[src/rtl/puf_seq_ctrl.sv]
// puf_seq_ctrl: challenge sequencer for the read-write-collision PUF core.
// Runs RSP_W challenges at stepped addresses. Each challenge is evaluated
// TRIALS times and majority-voted to one response bit. The packed response
// word is delivered on a valid/ready handshake.
module puf_seq_ctrl #(
   parameter int unsigned DATA_W    = 32,
   parameter int unsigned ADDR_W    = 10,
   parameter int unsigned RSP_W     = 16,
   parameter int unsigned TRIALS    = 5,
   parameter int unsigned ADDR_STEP = 1,
   parameter int unsigned TIMEOUT   = 255
) (
   input  logic              clk,
   input  logic              rst,
   input  logic              start,
   input  logic [DATA_W-1:0] cha_data,
   input  logic [ADDR_W-1:0] cha_addr_base,
   output logic              busy,
   input  logic              core_available,
   output logic              core_gen_enable,
   output logic [DATA_W-1:0] core_cha_data,
   output logic [ADDR_W-1:0] core_cha_addr,
   input  logic              core_rsp_write,
   input  logic              core_rsp_clean,
   output logic [RSP_W-1:0]  rsp_data,
   output logic              rsp_valid,
   input  logic              rsp_ready,
   output logic              rsp_err
);

   localparam int unsigned CNT_W = $clog2(TRIALS + 1);
   localparam int unsigned TMR_W = (TIMEOUT > 0) ? $clog2(TIMEOUT + 1) : 1;
   localparam int unsigned IDX_W = (RSP_W > 1) ? $clog2(RSP_W) : 1;

   localparam logic [CNT_W-1:0]  TRIALS_C   = CNT_W'(TRIALS);
   localparam logic [CNT_W-1:0]  MAJ_C      = CNT_W'(TRIALS / 2);
   localparam logic [TMR_W-1:0]  TIMEOUT_C  = TMR_W'(TIMEOUT);
   localparam logic [IDX_W-1:0]  LAST_IDX_C = IDX_W'(RSP_W - 1);
   localparam logic [ADDR_W-1:0] STEP_C     = ADDR_W'(ADDR_STEP);

   typedef enum logic [2:0] {
      ST_IDLE,
      ST_ISSUE,
      ST_WAIT,
      ST_VOTE,
      ST_DONE
   } state_t;

   state_t              state_q;
   logic [DATA_W-1:0]   data_q;
   logic [ADDR_W-1:0]   addr_q,  addr_d;
   logic [IDX_W-1:0]    idx_q;
   logic [CNT_W-1:0]    trial_q, trial_d;
   logic [CNT_W-1:0]    vote_q,  vote_d;
   logic [TMR_W-1:0]    timer_q, timer_d;
   logic [RSP_W-1:0]    rsp_q;
   logic                err_q;
   logic                busy_q;
   logic                valid_q;

   logic                write_only;
   logic                collide;
   logic                timed_out;
   logic                outcome;

   // Trial outcome decode and next values of the counters
   always_comb begin
      write_only = core_rsp_write & ~core_rsp_clean;
      collide    = core_rsp_write &  core_rsp_clean;
      timed_out  = ~core_rsp_write & ~core_rsp_clean & (timer_q == TIMEOUT_C);
      outcome    = core_rsp_write | core_rsp_clean | timed_out;
      vote_d     = vote_q + CNT_W'(write_only);
      trial_d    = trial_q + CNT_W'(1);
      timer_d    = timer_q + TMR_W'(1);
      addr_d     = addr_q + STEP_C;
   end

   // Sequencer FSM: issue, wait, vote per challenge, then hold the response
   always_ff @(posedge clk or negedge rst) begin
      if (!rst) begin
         state_q <= ST_IDLE;
         data_q  <= '0;
         addr_q  <= '0;
         idx_q   <= '0;
         trial_q <= '0;
         vote_q  <= '0;
         timer_q <= '0;
         rsp_q   <= '0;
         err_q   <= 1'b0;
         busy_q  <= 1'b0;
         valid_q <= 1'b0;
      end else begin
         case (state_q)
            ST_IDLE: begin
               if (start) begin
                  data_q  <= cha_data;
                  addr_q  <= cha_addr_base;
                  rsp_q   <= '0;
                  err_q   <= 1'b0;
                  idx_q   <= '0;
                  trial_q <= '0;
                  vote_q  <= '0;
                  busy_q  <= 1'b1;
                  state_q <= ST_ISSUE;
               end
            end
            ST_ISSUE: begin
               if (core_available) begin
                  timer_q <= '0;
                  state_q <= ST_WAIT;
               end
            end
            ST_WAIT: begin
               if (outcome) begin
                  vote_q  <= vote_d;
                  trial_q <= trial_d;
                  if (collide || timed_out) err_q <= 1'b1;
                  state_q <= (trial_d < TRIALS_C) ? ST_ISSUE : ST_VOTE;
               end else begin
                  timer_q <= timer_d;
               end
            end
            ST_VOTE: begin
               rsp_q[idx_q] <= (vote_q > MAJ_C);
               vote_q       <= '0;
               trial_q      <= '0;
               addr_q       <= addr_d;
               idx_q        <= idx_q + IDX_W'(1);
               if (idx_q == LAST_IDX_C) begin
                  valid_q <= 1'b1;
                  state_q <= ST_DONE;
               end else begin
                  state_q <= ST_ISSUE;
               end
            end
            ST_DONE: begin
               if (rsp_ready) begin
                  valid_q <= 1'b0;
                  busy_q  <= 1'b0;
                  state_q <= ST_IDLE;
               end
            end
            default: state_q <= ST_IDLE;
         endcase
      end
   end

   // Launch strobe is decoded from the ISSUE state so it coincides with the
   // accepting cycle; reset drops it together with the state register.
   assign core_gen_enable = (state_q == ST_ISSUE) && core_available;
   assign core_cha_data   = data_q;
   assign core_cha_addr   = addr_q;
   assign busy            = busy_q;
   assign rsp_data        = rsp_q;
   assign rsp_valid       = valid_q;
   assign rsp_err         = err_q;

endmodule

[config.mk]
export PLATFORM = sky130hd
export DESIGN_NAME = puf_seq_ctrl
export DESIGN_NICKNAME = d
export VERILOG_FILES = /design/src/rtl/puf_seq_ctrl.sv
export SDC_FILE = /design/constraint.sdc
export NUM_CORES = 1
export LEC_CHECK = 0
export BUFFER_PORTS_ARGS = -buffer_cell sky130_fd_sc_hd__buf_2
export CAP_MARGIN = 20
export CELL_PAD_IN_SITES_DETAIL_PLACEMENT = 0
export CELL_PAD_IN_SITES_GLOBAL_PLACEMENT = 2
export CORE_UTILIZATION = 33
export DETAILED_ROUTE_END_ITERATION = 6
export PLACE_DENSITY = 0.87
export SYNTH_ARGS = -nofsm -noshare
export SYNTH_HDL_FRONTEND = slang
export SYNTH_SLANG_ARGS = --single-unit
[constraint.sdc]
create_clock -name clk -period 5.4 [get_ports clk]
set_input_delay 1.08 -clock clk [delete_from_list [all_inputs] [get_ports clk]]
set_output_delay 1.08 -clock clk [all_outputs]
set_load 0.02 [all_outputs]
==> results by group <==
Run status
  • Outcome: finished, final reports clean

STA
  • Final hold violation count: 0
  • Achievable frequency: approximately 0.35 GHz
  • Min Tclk post-route: 2830 ps
  • Pins Over Slew Limit: 0
  • Sum Neg Setup Slack: 0 ps
  • Worst-Margin Slew: 811 ps
  • Worst Skew: 8.31 ps
  • Relative slew margins: 0.457
  • Setup Viol. Count Final: 0
  • Final critical-path share of the clock period: 0.524
  • RSZ-0062 raised after global routing: false

Layout
  • Fraction of layout cells with a size suffix above 1: 0.256
  • Final core occ: 0.434
  • Synth-to-Final Area Change: 25.7%
  • ANT cells: 0
  • Nets@finish: 577
  • Filler cell count: between 1000 and 1500
  • FF/Latch Area: 2050 sq um
  • Area of the multi-input gates: 1620 sq um

CTS
  • CTS Sinks: 82
  • CTS buffer count: 9
  • Clock latency on the worst-skew pair: 340 ps
  • H-Tree Depth: 3
  • Post_cts resized: 0
  • Hold_buf cts: 0
  • Root Driver: clkbuf_16
  • Post-CTS Setup Inserts: 0
  • CTS tree: built
  • Clk buf depth: 2
  • Clock-pin slew on the worst setup and hold paths: 60 ps

Critical path
  • Startpoint Class: input pin
  • Reg2reg start: state_q[2]
  • Top cell by count, worst path: buf_2
  • Arr. time, crit path: 1750 ps
  • R2r setup slk: 3020 ps
  • CP Data Required Time: 4320 ps
  • CP max stage delay: ~260 ps
  • Worst Path Max Fanout: 7
  • Crit-path cells: buf_2 -> nand4bb_1 -> inv_1 -> buf_2
  • CP Class: in -> out
  • CP startpoint: core_available
  • Slowest-stage cell, CP: nand4bb_1
  • CP Capture Type: primary output
  • Worst reg2reg endpoint: rsp_data[5]
  • R2R depth: 4

Die
  • Initial Util: 0.345
  • Core ar.: 11000 sq um
  • Die ar.: 12000 sq um
  • IO Pins: 111
  • Die width: 109 um
  • Num rows: 38
  • DIE HEIGHT: 109 um

Logic synthesis
  • Synth Area per Inst: 9.17 sq um
  • Ys Warns: 0
  • Post-synthesis instance total: 415
  • Sequential share of the synthesized area: 0.539
  • Top_reg_cell synth: dfrtp_1
  • FFs w/ async S/R, synth: 1.00
  • Post-synth EDFFs: 0
  • Syn Std Cell Area: 3810 sq um
  • Seq cells post-synth: 82
  • Synth Net Count: 473
  • Yosys cell types: 48

Drt
  • Vias post-DR: 3318
  • Pre-antenna DRT Iters: 6
  • Routed Antenna Nets: 0
  • Final wirelength: around 9700 um
  • DRC: 0
  • Initial DRC Count: 176
  • WL per Instance: around 15 um
  • Vias per Instance: 5.00

Place
  • Dpl hpwl: 6580 um
  • RePlAce Congestion: approximately 0.76
  • IO buf count: 110

Global route
  • Number of global-route vias before repair: 3201
  • Initial antenna violation count: 0
  • Global route overflow: 0
  • Gr usage total: 0.171
  • Global-route wire length before repair: 15700 um
  • Largest net degree at the start of global routing: just over 80

Hold path
  • Hold_sp: core_cha_data[29]
  • Worst Hold Class: reg -> reg
  • Hold Crit Depth: 2
  • Hold Path Sink: core_cha_data[29]

Pwr
  • Sequential power share: 0.388
  • Peak supply drop: around 0.24 mV
  • Sw Share: 0.406
  • P per Cell Area: 511 nW/um^2
  • Combinational power share: 0.366
  • Leak pwr: 2.49 nW
  • Pint: approximately 1.5 mW
  • Clock power share: 0.246
  • P_sw: 992 uW

Flow run
  • Max-cap violations: 0
==> synth_stat cells (4+ instances only) <==
master | number | area [sq um]
or3_1 | 4 | 25.0
inv_1 | 11 | 41.3
nand2b_1 | 4 | 25.0
clkbuf_1 | 13 | 48.8
a21oi_1 | 23 | 115
dfrtp_1 | 82 | 2050
nor2_1 | 14 | 52.6
and3_1 | 5 | 31.3
a211oi_1 | 4 | 30.0
a311oi_1 | 4 | 35.0
nand2_1 | 127 | 477
buf_2 | 7 | 35.0
nand3_1 | 7 | 35.0
ha_1 | 9 | 113
o21ai_0 | 40 | 200
mux2i_1 | 5 | 50.1
a31oi_1 | 9 | 56.3
nor2b_1 | 5 | 31.3
==> registers in the layout, summed over array words and instances (netlist names) <==
signal	count
rsp_data	16
busy	1
core_cha_data	32
core_cha_addr	10
idx_q	4
state_q	3
rsp_valid	1
vote_q	3
timer_q	8
trial_q	3
rsp_err	1
==> layer usage <==
layer	share of wire	up-vias	global-route usage	routed length (um)
li1	-	1636	-	-
met1	0.46	1594	0.219	4430
met2	0.48	76	0.272	4660
met3	0.044	12	0.0533	422
met4	0.018	0	0.0610	176
met5	0	-	0	0
==> worst max-delay path by stage <==
| stage | endpoint | slack [ps] |
|---|---|---|
| 4_1_cts | core_gen_enable | 2540 |
| 3_3_place_gp | core_cha_addr[4] | 2320 |
| 3_5_place_dp | core_gen_enable | 2540 |
| 2_1_floorplan | core_gen_enable | 2810 |
| 5_1_grt | core_gen_enable | 2480 |
| 6_report | core_gen_enable | 2570 |
==> placed cells by master (no fill, tap or decap), drive strengths merged, types with 5 or more instances in the layout <==
cell type  Yosys  routed
a21oi         23      23
a31oi          9       9
and3           5       5
buf            8     114
clkbuf        13      10
dfrtp         82      82
ha             9       9
inv           11      11
mux2i          5       5
nand2        127     127
nand3          7       7
nor2          14      14
nor2b          5       5
o21ai         42      42
==> logic make-up after synthesis <==
group / after synthesis / share of synthesized area
fa+ha+maj: 9 / 0.0296
compound gates: 99 / 0.153
mux: 5 / 0.0131
xor+xnor: 3 / 0.00690
flops: 82 / 0.539
simple gates: 185 / 0.224
buf+inv: 32 / 0.0348
==> metrics by stage <==
| stage | area, sq um | power (mW) | std cells | setup WS [ps] | hold slack (ps) |
|---|---|---|---|---|---|
| 2_1_floorplan | 3810 | 1.54 | 415 | 2810 | 446 |
| 3_3_place_gp | 4460 | 1.84 | 646 | 2320 | 455 |
| 3_5_place_dp | 4470 | 1.86 | 647 | 2540 | 457 |
| 4_1_cts | 4760 | 2.48 | 663 | 2540 | 472 |
| 5_1_grt | 4780 | 2.63 | 664 | 2480 | 491 |
| 6_report | 4780 | 2.45 | 664 | 2570 | 466 |
==> power by group through the flow <==
stage / sequential [mW] / clock, mW / combinational, mW
detailed placement: 0.956 / 0 / 0.908
CTS: 0.948 / 0.621 / 0.909
finish: 0.948 / 0.603 / 0.895
global route: 0.975 / 0.647 / 1.01
global placement: 0.953 / 0 / 0.884
floorplan: 1.11 / 0 / 0.430
==> critical path: cells and delay by family <==
family                 cells  cell delay (ps)
and+or+nand+nor            1              260
buffers and inverters      3              410
==> cell type report <==
| type | count | share of cell area |
|---|---|---|
| flip-flops and latches | 82 | 0.429 |
| repair buffers | 114 | 0.127 |
| inverters | 11 | 0.00863 |
| clock inverters | 6 | 0.0120 |
| clock buffers | 10 | 0.0479 |
| multi-input cells | 301 | 0.339 |
| well taps | 140 | 0.0366 |
Power figures use the tool's default switching activity.
